==> config.mk <==
export PLATFORM = sky130hd
export DESIGN_NAME = bird_physics
export DESIGN_NICKNAME = d
export VERILOG_FILES = /design/src/rtl/bird_physics.sv
export SDC_FILE = /design/constraint.sdc
export NUM_CORES = 1
export LEC_CHECK = 0
export BUFFER_PORTS_ARGS = -buffer_cell sky130_fd_sc_hd__buf_2
export CORE_AREA = 2 2 85 87
export CTS_CLUSTER_SIZE = 16
export DETAILED_ROUTE_END_ITERATION = 10
export DIE_AREA = 0 0 87 89
export GPL_ROUTABILITY_DRIVEN = 0
export PLACE_DENSITY = 0.81
export SYNTH_ARGS = -nofsm -noshare
export SYNTH_HDL_FRONTEND = slang
export SYNTH_SLANG_ARGS = --single-unit
==> constraint.sdc <==
create_clock -name frame_clk -period 10.16 [get_ports frame_clk]
set_input_delay 1.524 -clock frame_clk [delete_from_list [all_inputs] [get_ports frame_clk]]
set_output_delay 1.524 -clock frame_clk [all_outputs]
set_load 0.01 [all_outputs]
==> src/rtl/bird_physics.sv <==
// bird_physics: fixed-point bird mover with flap impulse, gravity, terminal
// velocity and the round state machine. Updates once per video frame.
//
// state  | meaning
// -------+-------------------------------------------------------------
// IDLE   | bird parked at spawn, waiting for the first flap
// PLAY   | gravity and flaps active, top clamps, ground or hit ends play
// DYING  | collided; falls under gravity only until it reaches the ground
// OVER   | frozen on the ground; restart accepted after DEATH_FRAMES
module bird_physics #(
    parameter int         X_START      = 160,
    parameter int         Y_START      = 240,
    parameter int         Y_MIN        = 0,
    parameter int         Y_MAX        = 479,
    parameter int         SIZE         = 4,
    parameter int         FRAC         = 4,
    parameter int         GRAVITY      = 6,
    parameter int         FLAP_VEL     = -64,
    parameter int         VMAX         = 128,
    parameter logic [7:0] FLAP_KEY     = 8'h2C,
    parameter int         DEATH_FRAMES = 60
) (
    input  logic       frame_clk,
    input  logic       Reset,
    input  logic [7:0] keycode,
    input  logic       hit,
    output logic [9:0] BirdX,
    output logic [9:0] BirdY,
    output logic [9:0] BirdS,
    output logic [9:0] BirdVY,
    output logic [1:0] state,
    output logic       game_over,
    output logic       flap_pulse
);

    localparam int YF = 10 + FRAC;   // unsigned position width
    localparam int YW = 12 + FRAC;   // signed width for next-position math
    localparam int CW = $clog2(DEATH_FRAMES + 1);

    localparam logic [YF-1:0]        Y_SPAWN_FX = YF'(Y_START << FRAC);
    localparam logic [YF-1:0]        Y_TOP_FX   = YF'((Y_MIN + SIZE) << FRAC);
    localparam logic [YF-1:0]        Y_GND_FX   = YF'((Y_MAX - SIZE) << FRAC);
    localparam logic signed [YW-1:0] SIZE_FX    = YW'(SIZE << FRAC);
    localparam logic signed [YW-1:0] Y_MIN_FX   = YW'(Y_MIN << FRAC);
    localparam logic signed [YW-1:0] Y_MAX_FX   = YW'(Y_MAX << FRAC);
    localparam logic signed [11:0]   FLAP_V     = 12'(FLAP_VEL);
    localparam logic signed [11:0]   VMAX_V     = 12'(VMAX);
    localparam logic signed [11:0]   GRAV_V     = 12'(GRAVITY);
    localparam logic [CW-1:0]        DEATH_MAX  = CW'(DEATH_FRAMES);

    // Velocities live in a 10-bit signed register, so the extremes must fit.
    if (FLAP_VEL < -512 || FLAP_VEL > 511 || VMAX < -512 || VMAX > 511) begin : g_bad_vel
        $error("bird_physics: FLAP_VEL and VMAX must fit in 10-bit signed");
    end

    typedef enum logic [1:0] {
        S_IDLE  = 2'd0,
        S_PLAY  = 2'd1,
        S_DYING = 2'd2,
        S_OVER  = 2'd3
    } state_t;

    state_t                st, st_nxt;
    logic [YF-1:0]         y_fix, y_nxt;
    logic signed [9:0]     vy, vy_nxt;
    logic [CW-1:0]         death_cnt, cnt_nxt;
    logic                  key_prev;
    logic                  pulse_nxt;

    logic                  key_now;
    logic                  flap;
    logic                  take_flap;
    logic signed [11:0]    vy_sum;
    logic signed [11:0]    vy_grav;
    logic signed [11:0]    vy_cand;
    logic signed [YW-1:0]  y_cand;
    logic                  top_hit;
    logic                  gnd_hit;

    // Flap edge detect, candidate velocity and semi-implicit position step.
    always_comb begin
        key_now   = (keycode == FLAP_KEY);
        flap      = key_now && !key_prev;
        // A flap counts only from IDLE, or in PLAY when no collision this frame.
        take_flap = flap && ((st == S_IDLE) || ((st == S_PLAY) && !hit));
        vy_sum    = {{2{vy[9]}}, vy} + GRAV_V;
        vy_grav   = (vy_sum > VMAX_V) ? VMAX_V : vy_sum;
        vy_cand   = take_flap ? FLAP_V : vy_grav;
        y_cand    = $signed({2'b00, y_fix}) + YW'(vy_cand);
        top_hit   = (y_cand - SIZE_FX) <= Y_MIN_FX;
        gnd_hit   = (y_cand + SIZE_FX) >= Y_MAX_FX;
    end

    // Next-state and datapath update for each round state.
    always_comb begin
        st_nxt    = st;
        y_nxt     = y_fix;
        vy_nxt    = vy;
        cnt_nxt   = death_cnt;
        pulse_nxt = 1'b0;
        case (st)
            S_IDLE: begin
                if (take_flap) begin
                    st_nxt    = S_PLAY;
                    y_nxt     = y_cand[YF-1:0];
                    vy_nxt    = vy_cand[9:0];
                    pulse_nxt = 1'b1;
                end
            end
            S_PLAY, S_DYING: begin
                pulse_nxt = take_flap;
                if (gnd_hit) begin
                    // Ground wins over a same-frame collision.
                    st_nxt  = S_OVER;
                    y_nxt   = Y_GND_FX;
                    vy_nxt  = '0;
                    cnt_nxt = '0;
                end else begin
                    // Ceiling keeps the bird alive; also bounds y_fix while dying upward.
                    if (top_hit) begin
                        y_nxt  = Y_TOP_FX;
                        vy_nxt = '0;
                    end else begin
                        y_nxt  = y_cand[YF-1:0];
                        vy_nxt = vy_cand[9:0];
                    end
                    if ((st == S_PLAY) && hit) begin
                        st_nxt = S_DYING;
                    end
                end
            end
            S_OVER: begin
                if (flap && (death_cnt == DEATH_MAX)) begin
                    st_nxt  = S_IDLE;
                    y_nxt   = Y_SPAWN_FX;
                    vy_nxt  = '0;
                    cnt_nxt = '0;
                end else if (death_cnt != DEATH_MAX) begin
                    cnt_nxt = death_cnt + CW'(1);
                end
            end
            default: begin
                st_nxt = S_IDLE;
            end
        endcase
    end

    // Frame-rate state register; reset parks the bird at spawn immediately.
    always_ff @(posedge frame_clk or posedge Reset) begin
        if (Reset) begin
            st         <= S_IDLE;
            y_fix      <= Y_SPAWN_FX;
            vy         <= '0;
            death_cnt  <= '0;
            key_prev   <= 1'b0;
            flap_pulse <= 1'b0;
            game_over  <= 1'b0;
        end else begin
            st         <= st_nxt;
            y_fix      <= y_nxt;
            vy         <= vy_nxt;
            death_cnt  <= cnt_nxt;
            key_prev   <= key_now;
            flap_pulse <= pulse_nxt;
            game_over  <= (st_nxt == S_OVER);
        end
    end

    // Sprite-facing outputs derived from registered state.
    always_comb begin
        BirdX  = 10'(X_START);
        BirdY  = y_fix[FRAC+9:FRAC];
        BirdS  = 10'(SIZE);
        BirdVY = vy;
        state  = st;
    end

endmodule

* After elaboration in Yosys (flattened, before gate mapping)
Cells that the tools add are included.
Storage, ports and cells: bits in registers 35, input port bits 11, output and inout bits 44
Operators by class: add/sub/neg operators 5, order comparisons 3, equal/unequal tests 11, mux-type cells 23, reductions and logical operators 13
Operator list (number):
- $mux W14 | 4
- $pmux W14 S3 | 1
- $mux W10 | 4
- $pmux W10 S3 | 1
- $mux W12 | 2
- $mux W6 | 3
- $add A15 B12 Y16 | 1
- $add A16 B8 Y16 const B | 1
- $ge A16 B14 Y1 const B | 1
- $le A16 B1 Y1 const B | 1
- $sub A16 B8 Y16 const B | 1
- $pmux W6 S2 | 1
- $add A10 B4 Y11 const B | 1
- $gt A11 B9 Y1 const B | 1
- $eq A8 B6 Y1 const B | 1
- $mux W2 | 4
- $add A6 B1 Y6 const B | 1
- $eq A2 B2 Y1 const B | 3
- $eq A6 B6 Y1 const B | 1
- $ne A2 B2 Y1 const B | 3
- $ne A6 B6 Y1 const B | 1
- $pmux W2 S3 | 1
- $logic_and A1 B1 Y1 | 5
- $ne A3 B3 Y1 const B | 1
- 10 further kinds | 11

* Logic depth before layout (Yosys ltp)
Gate-level depths: netlist of run 1.
depth after elaboration 11, mapped depth 25

* Worst setup path after synthesis of run 1
Ideal clock, no wire load.
path type input to register, from input keycode[4], to register death_cnt[5], library setup time 118 ps, arrival time 5706 ps, data required time 10042 ps, slack 4335 ps, stages 20, cell sequence nor4b_1 > o2111a_1 > nor2_1 > clkbuf_1 > o211a_1 > buf_4 > and2_1 > ha_1 > ha_1 > o21ai_0 > o21ai_0 > a32o_2 > a22o_1 > xnor2_1 > nor4b_1 > nand4_1 > and3_4 > mux2_4 > and3_1 > a21o_1
On the way: longest elaborated chain between the ends 9, elaborated cells on any way between the ends 13, those cells by class 2 x add/sub; 1 x order compare; 3 x eq/ne; 3 x mux; 4 x reduce/logical
Ends and longest elaborated chain:
- from (decl) | line 25 | input logic [7:0] keycode,
- $eq A8 B6 Y1 (*) | line 82 | key_now = (keycode == FLAP_KEY);
- $logic_and A1 B1 Y1 (*) | line 83 | flap = key_now && !key_prev;
- $logic_and A1 B1 Y1 | line 85 | take_flap = flap && ((st == S_IDLE) || ((st == S_PLAY) && !hit));
- $mux W12 | line 88 | vy_cand = take_flap ? FLAP_V : vy_grav;
- $add A15 B12 Y16 | line 89 | y_cand = $signed({2'b00, y_fix}) + YW'(vy_cand);
- $add A16 B8 Y16 | line 91 | gnd_hit = (y_cand + SIZE_FX) >= Y_MAX_FX;
- $ge A16 B14 Y1 | line 91
- $ne A2 B2 Y1 (no source line)
- $reduce_and A3 Y1 (no source line)
- to (signal assigned) | line 162 | death_cnt <= cnt_nxt;
- to (decl) | line 66 | logic [CW-1:0] death_cnt, cnt_nxt;
Mark *: on every way between the ends. The rest lies on a longest branch, timed or not. A chain may end at the register's enable or synchronous reset.

* Worst setup path after layout of run 1
from register vy[3] (netlist: BirdVY[3]), to register vy[2] (netlist: BirdVY[2])
On the way: longest elaborated chain between the ends 10, elaborated cells on any way between the ends 13, those cells by class 4 x add/sub; 3 x order compare; 6 x mux
Ends and longest elaborated chain:
- from (decl) | line 65 | logic signed [9:0] vy, vy_nxt;
- from (signal assigned) | line 161 | vy <= vy_nxt;
- $add A10 B4 Y11 (*) | line 86 | vy_sum = {{2{vy[9]}}, vy} + GRAV_V;
- $gt A11 B9 Y1 | line 87 | vy_grav = (vy_sum > VMAX_V) ? VMAX_V : vy_sum;
- $mux W12 (*) | line 87
- $mux W12 (*) | line 88
- $add A15 B12 Y16 | line 89
- $sub A16 B8 Y16 | line 90 | top_hit = (y_cand - SIZE_FX) <= Y_MIN_FX;
- $le A16 B1 Y1 | line 90
- $mux W10 | line 120 | if (top_hit) begin
- $mux W10 | line 112 | if (gnd_hit) begin
- $pmux W10 S3 (*) | line 101 | case (st)
Mark *: on every way between the ends. The rest lies on a longest branch, timed or not. The select of a mux whose other input is x is not followed.

==> results_dict.tcl, run 1 <==
set metrics [dict create \
    portBuffers 34 \
    cts_resized 0 \
    grtUsageTotal_pct 26.8 \
    ys_types 86 \
    status "finished, final reports clean" \
    root_buffer "clkbuf_8" \
    dr.first_iter.drc_count 304 \
    finalCritPeriodShare_pct 64.0 \
    drt-pass1-iter-count 5 \
    cp_max_fo 20 \
    dieArea_um2 7740 \
    antenna_found_initial 0 \
    arrival_ns 6.67 \
    area_growth_pct 2.93 \
    initial_core_util_pct 59.0 \
    synth_area_um2 3970 \
    route.detailed.drc 0 \
    synth-edff-count 0 \
    synth.top_cells.by_count "nand2_1 (47), nor2_1 (38), buf_4 (35), dfrtp_1 (31), o21ai_0 (29)" \
    cts.sinks 35 \
    min_period_ns 6.50 \
    hold_path.class "flip-flop to flip-flop" \
    fp-row-count 30 \
    first_global_vias 3349 \
    cp-startpoint "BirdVY[3]" \
    slowest_stage "dfrtp_1" \
    ios 55 \
    startpoint_type "flip-flop" \
    min-delay-start "y_fix[0]" \
    coreArea_um2 6720 \
    synthFlopType "dfrtp_1" \
    cp-end-kind "flip-flop" \
    ys_seq_area_share_pct 22.2 \
    drive_gt1_share_pct 15.0 \
    path_clk_slew_ns 0.07 \
    synth.ff_latch_count 35 \
    die_x_um 87 \
    required_ns 10.33 \
    wl_met2_um 4790 \
    p_leak_nw 1.80 \
    postSynthAreaPerCell_um2 8.04 \
    netlist.top_cell.by_area "dfrtp_1" \
    max_freq_mhz 154 \
    cts_tree "done" \
    cts_buffers 5 \
    vias 3780 \
    holdPathStages 1 \
    ys_warn_count 0 \
    htree_levels 2 \
    fin_setup_tns_ns 0 \
    clk_latency_ns 0.28 \
    die_h_um 89 \
    regToRegEndpoint "BirdVY[2]" \
    routed_wl_um 10300 \
    holdPathEnd "y_fix[0]" \
    clock_path_buffers 2 \
    grt_max_degree 36 \
    ir_drop_uv 198 \
    crit_type "flip-flop to flip-flop" \
    synthArstFlopShare_pct 100 \
    setup_violations 0 \
    synth.area.top_cells "dfrtp_1 (20%), buf_4 (6.6%), ha_1 (6.0%)" \
    cts_hold_buf 0 \
    met1Wirelength_um 4430 \
    wl_met3_um 770 \
    worstPathCellList "nand4_4 > nor2_1 > mux2i_1 > o211ai_2 > or3_1 > ha_1 > a21o_1 > a21oi_1 > nor2_1 > a311o_1 > a31oi_1 > xor2_1 > nand2_1 > nor4b_1 > a31oi_2 > a21oi_4 > nor2_4 > a32o_1" \
    slowest_delay_ns 0.82 \
    ant_nets 0 \
    grt_overflow_total 0 \
    fin_nets 534 \
    synth_cells 493 \
    r2r_slack_ns 3.66 \
    via_per_inst 6.46 \
    drv_cap 0 \
    worstMarginPinSlew_ns 1.18 \
    wl_per_cell_um 17.5 \
    hpwl_um 7830 \
    top_layer "met4" \
    postCtsSetupBuffers 0 \
    hold_viol 0 \
    grt_pass1_wl_um 16400 \
    rsz0062_at_grt "no" \
    r2r-start "BirdVY[3]" \
    r2r_cells 18 \
    drv_slew 0 \
    p_per_area_nw_per_um2 377 \
    fin_util_pct 60.7 \
    relSlewSlack_pct 20.2 \
    diodes 0 \
    fin_worst_skew_ns 0.00652 \
    synthMostInstantiatedCell "nand2_1" \
    synth_top_cell_area_share_pct 19.6 \
    crit_top_cell "nor2_1" \
]
report_power, final:
group / switching [mW] / internal [mW] / total [mW]
Combinational: 0.716 / 0.450 / 1.17
Clock: 0.0522 / 0.0479 / 0.100
Sequential: 0.0866 / 0.187 / 0.274
area by class of cell:
class / instances / area, um2
clock buffer: 6 / 72.6
tap: 80 / 100
timing repair buffer: 36 / 185
fill: 601 / 2640
sequential: 35 / 881
clock inverter: 2 / 12.5
inverter: 21 / 78.8
multi-input combinational: 405 / 2750
cell usage in the layout (no fill, tap or decap), types with 5 or more instances in the layout:
| cell | n |
|---|---|
| ha_1 | 19 |
| and2_1 | 5 |
| o31ai_1 | 5 |
| and3_1 | 8 |
| a31oi_1 | 11 |
| nor3_1 | 7 |
| nand2_1 | 47 |
| a22o_1 | 9 |
| a211oi_1 | 5 |
| o21ai_0 | 29 |
| clkbuf_8 | 5 |
| xnor2_1 | 11 |
| o2111ai_1 | 6 |
| nor2_1 | 38 |
| nand3_1 | 17 |
| xor2_1 | 9 |
| nand4_1 | 6 |
| buf_2 | 34 |
| nor2b_1 | 9 |
| inv_1 | 20 |
| dfrtp_1 | 31 |
| o22ai_1 | 6 |
| mux2i_1 | 6 |
| a21oi_1 | 26 |
| a21o_1 | 13 |
| conb_1 | 20 |
per-layer routing:
| metal | vias to the layer above | GRT usage, % |
|---|---|---|
| li1 | 1822 | - |
| met1 | 1756 | 35.9 |
| met2 | 177 | 44.1 |
| met3 | 25 | 3.32 |
| met4 | 0 | 10.9 |
| met5 | - | 0 |
cells by family (layout without fill, tap and decap cells):
family                     count (synthesis)  in the layout  share of synthesized area [%]
buffers and inverters                     71             65                           10.1
and+or+nand+nor                          168            168                           22.7
adders and majority gates                 21             21                           6.50
xor gates and xnor gates                  21             21                           4.83
AOI/OAI and AO/OA                        166            166                           31.1
other                                      2             20                          0.189
muxes                                      9              9                           2.46
DFF                                       35             35                           22.2
critical path, delay by kind of cell, from the launching register on:
family	cells	cell delay, ns
AO/OA/AOI/OAI	8	2.29
AND/OR/NAND/NOR	7	1.74
flip-flops	1	0.82
multiplexers	1	0.81
adder cells (fa/ha/maj)	1	0.38
XOR/XNOR	1	0.32
stage by stage:
step | area [um2] | power, mW | setup WS (ns) | cells | hold WS (ns)
final | 4080 | 1.54 | 3.66 | 585 | 0.525
after detailed placement | 4000 | 1.41 | 3.56 | 577 | 0.500
after CTS | 4080 | 1.51 | 3.84 | 585 | 0.518
after floorplan | 4030 | 1.19 | 4.34 | 511 | 0.473
after global placement | 4000 | 1.38 | 3.73 | 577 | 0.491
after global routing | 4080 | 1.66 | 3.13 | 585 | 0.558
sequential cells by signal, summed over array words and instances (netlist names):
| register | cells |
|---|---|
| BirdVY | 10 |
| death_cnt | 6 |
| flap_pulse | 1 |
| game_over | 1 |
| key_prev | 1 |
| state | 2 |
| y_fix | 14 |
how the worst max path moves through the flow:
stage | slack, ns | cells after the start | endpoint
6_report | 3.66 | 18 | BirdVY[2]
3_5_place_dp | 3.56 | 19 | BirdVY[4]
5_1_grt | 3.13 | 20 | BirdVY[4]
2_1_floorplan | 4.34 | 20 | death_cnt[5]
4_1_cts | 3.84 | 18 | BirdVY[2]
3_3_place_gp | 3.73 | 19 | BirdVY[4]
Note: power is estimated with default switching activity, not from simulation.
==> run 2: changes to the inputs <==
==> constraint.sdc (replaced) <==
create_clock -name frame_clk -period 6.62 [get_ports frame_clk]
set_input_delay 0.993 -clock frame_clk [delete_from_list [all_inputs] [get_ports frame_clk]]
set_output_delay 0.993 -clock frame_clk [all_outputs]
set_load 0.01 [all_outputs]
==> run 2 against run 1 <==
Net effect: design area grew 1.3%; flip-flop and latch count is the same; worst hold slack gained 0.0042 ns; critical endpoint is now y_fix[11]; clock power grew 99%; combinational power grew 56%; clock skew grew 0.0065 ns; power grew 58%; sequential power grew 52%; non-clock buffer count grew 3; core utilization grew 0.78 points; via count grew 4.2%.
==> results_dict.tcl, run 2 (synthesis gave the netlist of run 1 again) <==
set metrics [dict create \
    vias 3940 \
    grtUsageTotal_pct 27.6 \
    grt_pass1_wl_um 17100 \
    cpLargestDelayFamily "compound AO/OA/AOI/OAI gates" \
    ir_drop_uv 286 \
    grt_max_degree 36 \
    final_common_cell "nand2_1" \
    crit_type "flip-flop to flip-flop" \
    antenna_found_initial 0 \
    path_clk_slew_ns 0.08 \
    first_global_vias 3584 \
    startpoint_type "flip-flop" \
    hold_path.class "flip-flop to flip-flop" \
    setup_violations 0 \
    drv_slew 0 \
    drive_gt1_share_pct 15.9 \
    hpwl_um 7930 \
    p_per_area_nw_per_um2 590 \
    path_buf_inv 1 \
    status "finished, final reports clean" \
    regToRegEndpoint "y_fix[11]" \
    clk_latency_ns 0.30 \
    p_leak_nw 1.83 \
    grt_overflow_total 0 \
    initial_core_util_pct 59.0 \
    ant_nets 0 \
    die_x_um 87 \
    min_period_ns 6.23 \
    wl_met2_um 4950 \
    routed_wl_um 10600 \
    postCtsSetupBuffers 0 \
    cp-end-kind "flip-flop" \
    cp-startpoint "BirdVY[1]" \
    wl_per_cell_um 18.1 \
    portBuffers 34 \
    post_dp_cell_area_um2 4020 \
    layout.cells.non_filler 588 \
    fin_nets 537 \
    coreArea_um2 6720 \
    largest-register "y_fix" \
    dr.first_iter.drc_count 372 \
    ios 55 \
    worstMarginPinSlew_ns 0.927 \
    cts_tree "done" \
    wl_met3_um 942 \
    cp_max_fo 19 \
    required_ns 6.84 \
    holdWs_ns 0.529 \
    diodes 0 \
    max_freq_mhz 161 \
    cts_buffers 5 \
    slowest_delay_ns 0.63 \
    cts.sinks 35 \
    largest_reg_flops 14 \
    fin_util_pct 61.5 \
    crit_cells 20 \
    fillCellCount 616 \
    crit_path_end "y_fix[11]" \
    r2r-start "BirdVY[1]" \
    slowest_stage "dfrtp_1" \
    met1Wirelength_um 4380 \
    fp-row-count 30 \
    drv_cap 0 \
    route.detailed.drc 0 \
    drt-pass1-iter-count 5 \
    via_per_inst 6.70 \
    worstPathCellList "inv_2 > ha_2 > and3b_1 > xor2_1 > nor4_4 > o211ai_2 > or3_1 > ha_1 > a21o_1 > a21oi_1 > nor2_1 > a311o_1 > a31oi_1 > xor2_1 > nand2_1 > nor4b_1 > a31oi_2 > a21oi_2 > nor2_1 > o32a_1" \
    r2r_cells 20 \
    htree_levels 2 \
    die_h_um 89 \
    dp_cells 580 \
    finalInstanceArea_um2 4130 \
    r2r_slack_ns 0.39 \
    fin_worst_skew_ns 0.0130 \
    relSlewSlack_pct 37.4 \
    root_buffer "clkbuf_8" \
    arrival_ns 6.45 \
    final_cell_mix "nand2_1 (47), nor2_1 (38), buf_2 (34)" \
    clock_path_buffers 2 \
    dieArea_um2 7740 \
    fin_setup_tns_ns 0 \
    hold_viol 0 \
    area_growth_pct 4.26 \
    rsz0062_at_grt "no" \
    finalCritPeriodShare_pct 94.1 \
    top_layer "met4" \
]
[run 2: how the worst min path moves through the flow]
stage,start,end,depth (start not counted)
floorplan,death_cnt[5],death_cnt[5],1
global placement,death_cnt[5],death_cnt[5],1
detailed placement,death_cnt[5],death_cnt[5],1
CTS,death_cnt[5],death_cnt[5],1
global route,death_cnt[5],death_cnt[5],1
finish,y_fix[10],y_fix[10],1
[run 2: worst reg2reg max path: stages, from the launching register on]
cell	delay [ns]
dfrtp_1	0.63
inv_2	0.12
ha_2	0.33
and3b_1	0.38
xor2_1	0.24
nor4_4	0.51
o211ai_2	0.14
or3_1	0.48
ha_1	0.41
a21o_1	0.24
a21oi_1	0.14
nor2_1	0.06
a311o_1	0.40
a31oi_1	0.20
xor2_1	0.38
nand2_1	0.12
nor4b_1	0.36
a31oi_2	0.21
a21oi_2	0.39
nor2_1	0.10
o32a_1	0.30
[run 2: routing by layer]
metal / GRT usage [%] / vias to the layer above
met3: 5.72 / 42
met5: 0 / -
li1: - / 1825
met4: 10.7 / 0
met2: 45.9 / 222
met1: 35.5 / 1851
[run 2: through the flow]
step / power (mW) / worst slack (ns)
floorplan: 1.83 / 1.12
global placement: 2.13 / 0.609
detailed placement: 2.17 / 0.363
CTS: 2.38 / 0.348
global route: 2.61 / 0.0854
finish: 2.44 / 0.393
[run 2: power breakdown]
group          leakage, nW  internal [mW]  switching [mW]
Clock               0.0581          0.112          0.0864
Combinational         1.32          0.699            1.12
Sequential           0.449          0.287           0.129
[run 2: layout make-up]
class / count / area, um2 / area share, %
Multi-Input combinational cell: 405 / 2750 / 66.6
Sequential cell: 35 / 881 / 21.3
Timing Repair Buffer: 39 / 208 / 5.02
Tap cell: 80 / 100 / 2.42
Inverter: 21 / 78.8 / 1.91
Clock buffer: 5 / 68.8 / 1.66
Clock inverter: 3 / 43.8 / 1.06
[run 2: repair_timing]
action,CTS,global route
resized for setup,0,1
setup endpoints to repair,0,14
hold buffers,0,0
==> run 3: changes to the inputs <==
==> config.mk (replaced) <==
export PLATFORM = sky130hd
export DESIGN_NAME = bird_physics
export DESIGN_NICKNAME = d
export VERILOG_FILES = /design/src/rtl/bird_physics.sv
export SDC_FILE = /design/constraint.sdc
export NUM_CORES = 1
export LEC_CHECK = 0
export ABC_AREA = 1
export CORE_AREA = 2 2 82 84
export CTS_CLUSTER_SIZE = 16
export DETAILED_ROUTE_END_ITERATION = 10
export DIE_AREA = 0 0 84 86
export DONT_BUFFER_PORTS = 1
export GPL_ROUTABILITY_DRIVEN = 0
export PLACE_DENSITY = 0.74
export SYNTH_ARGS = -nofsm -noshare
export SYNTH_HDL_FRONTEND = slang
export SYNTH_SLANG_ARGS = --single-unit
==> run 3 against run 2 <==
Net effect: setup slack improved by 1.2 ns; synthesized cell count is 11% higher; area after synthesis down 7.6%; flip-flop and latch count did not move; via count down 15%; clock-buffer cell count up 1; routed wire length shrank 22%; sequential share of layout area increased by 2.7 points; cell count up 4.3%; worst hold slack worse by 0.022 ns; clock skew rose by 0.0035 ns; critical endpoint is now BirdVY[9]; largest cell class unchanged.
==> results_dict.tcl, run 3 <==
set metrics [dict create \
    largest-register "y_fix" \
    postSynthAreaPerCell_um2 6.70 \
    drv_slew 0 \
    min-delay-start "y_fix[0]" \
    clock_path_buffers 2 \
    cts_buffers 5 \
    synthArstFlopShare_pct 100 \
    cts_resized 0 \
    cp_max_fo 15 \
    grt_max_degree 28 \
    holdPathStages 2 \
    synth_area_um2 3660 \
    final_cell_mix "nand2_1 (154), inv_1 (72), nand3_1 (46)" \
    finalCritPeriodShare_pct 75.9 \
    via_per_inst 5.48 \
    first_global_vias 3149 \
    r2r_cells 25 \
    synthMostInstantiatedCell "nand2_1" \
    required_ns 6.78 \
    hold_viol 0 \
    gr-usage-met2_pct 40.7 \
    r2r-start "BirdVY[1]" \
    cts_tree "done" \
    synth_cells 547 \
    synth-edff-count 0 \
    synth.ff_latch_count 35 \
    ys_warn_count 0 \
    regToRegEndpoint "BirdVY[9]" \
    htree_levels 2 \
    holdPathEnd "y_fix[0]" \
    ff_latch_area_um2 881 \
    drive_gt1_share_pct 13.2 \
    grtUsageTotal_pct 23.8 \
    worstMarginPinSlew_ns 0.568 \
    ant_nets 0 \
    status "finished, final reports clean" \
    use_met1_pct 29.9 \
    cts_hold_buf 0 \
    coreArea_um2 6280 \
    cp-end-kind "flip-flop" \
    ys_seq_area_share_pct 24.0 \
    route.detailed.drc 0 \
    min_period_ns 5.03 \
    startpoint_type "primary input" \
    synth_top_cell_area_share_pct 21.2 \
    grt_pass1_wl_um 14100 \
    fin_util_pct 58.6 \
    rsz0062_at_grt "no" \
    setup_violations 0 \
    ios 55 \
    r2r_slack_ns 1.65 \
    routed_wl_um 8330 \
    ys_types 43 \
    synthFlopType "dfrtp_1" \
    root_buffer "clkbuf_8" \
    post-place-ws_ns 1.37 \
    grtUsageMet3_pct 5.29 \
    dieArea_um2 7220 \
    max_freq_mhz 199 \
    fin_worst_skew_ns 0.0166 \
    crit_type "primary input to flip-flop" \
    top_usage_layer "met2" \
    relSlewSlack_pct 62.0 \
    path_clk_slew_ns 0.08 \
    grt_overflow_total 0 \
    netlist.top_cell.by_area "dfrtp_1" \
    post-route-worst-setup-slack_ns 1.59 \
    area_growth_pct 0.307 \
    vias 3361 \
    drv_cap 0 \
    fin_setup_tns_ns 0 \
    hold_path.class "flip-flop to flip-flop" \
    fp-row-count 29 \
    diodes 0 \
    dr.first_iter.drc_count 251 \
    hpwl_um 6390 \
    antenna_found_initial 0 \
    synth.top_cells.by_count "nand2_1 (154), inv_1 (72), nand3_1 (46), nor2_1 (42)" \
    clk_latency_ns 0.30 \
    drt-pass1-iter-count 6 \
    largest_reg_flops 14 \
    die_h_um 86 \
    cts.sinks 35 \
    wl_per_cell_um 13.6 \
    fin_nets 565 \
    die_x_um 84 \
    postCtsSetupBuffers 0 \
    arrival_ns 5.19 \
    holdWs_ns 0.507 \
    final_common_cell "nand2_1" \
    synth.area.top_cells "dfrtp_1 (21%), nand2_1 (16%), inv_1 (7.4%)" \
    portBuffers 0 \
    multi_input_area_um2 2280 \
    initial_core_util_pct 58.4 \
    fillCellCount 625 \
]
[run 3: worst max path at each step]
stage | from | cells after the start | slack (ns) | end
5_1_grt | keycode[4] | 20 | 1.08 | BirdVY[0]
2_1_floorplan | keycode[4] | 22 | 2.11 | BirdVY[2]
6_report | keycode[4] | 20 | 1.59 | BirdVY[9]
3_3_place_gp | keycode[4] | 21 | 1.66 | BirdVY[0]
4_1_cts | keycode[4] | 20 | 1.69 | BirdVY[0]
3_5_place_dp | keycode[4] | 20 | 1.37 | BirdVY[0]
[run 3: routing by layer]
layer | share of wire [%] | vias up
met5 | 0 | -
met4 | 2.1 | 0
met3 | 7.0 | 20
met2 | 47 | 120
met1 | 44 | 1539
li1 | - | 1682
[run 3: cells by family after synthesis]
kind of cell             count (synthesis)  share of synthesized area (%)
AO/OA/AOI/OAI                           61                           11.1
XOR/XNOR                                 9                           2.36
adder cells (fa/ha/maj)                 19                           6.49
buffers and inverters                  115                           15.7
flip-flops                              35                           24.0
other                                    2                          0.205
AND/OR/NAND/NOR                        306                           40.1
[run 3: final cells by class]
| cell class | count | area share (%) |
|---|---|---|
| clock buffer | 6 | 2.25 |
| clock inverter | 2 | 1.06 |
| inverter | 76 | 7.76 |
| multi-input combinational | 415 | 61.9 |
| sequential | 35 | 24.0 |
| tap | 77 | 2.62 |
| timing repair buffer | 2 | 0.408 |
[run 3: through the flow]
| step | cells | area [um2] |
|---|---|---|
| floorplan | 565 | 3730 |
| global placement | 605 | 3550 |
| detailed placement | 605 | 3550 |
| CTS | 613 | 3680 |
| global route | 613 | 3680 |
| finish | 613 | 3680 |
[run 3: critical path, cell delays in order]
cell and delay [ns]:
nor4_1 0.30, nand3b_1 0.21, nor2_2 0.26, inv_1 0.27
nand2_1 0.36, inv_1 0.12, a31oi_1 0.25, ha_1 0.34
a21oi_1 0.18, o21ai_0 0.14, a221oi_1 0.37, nand2_1 0.11
nand2_1 0.07, nand2_1 0.11, nor3_2 0.29, nand3_2 0.20
nand3_1 0.13, nand2_1 0.12, nand2_4 0.25, o22ai_1 0.11
Power of run 3 is left out: the tool's default activity adds up to more than one toggle a clock period on the data nets, which glitch-free logic cannot reach.
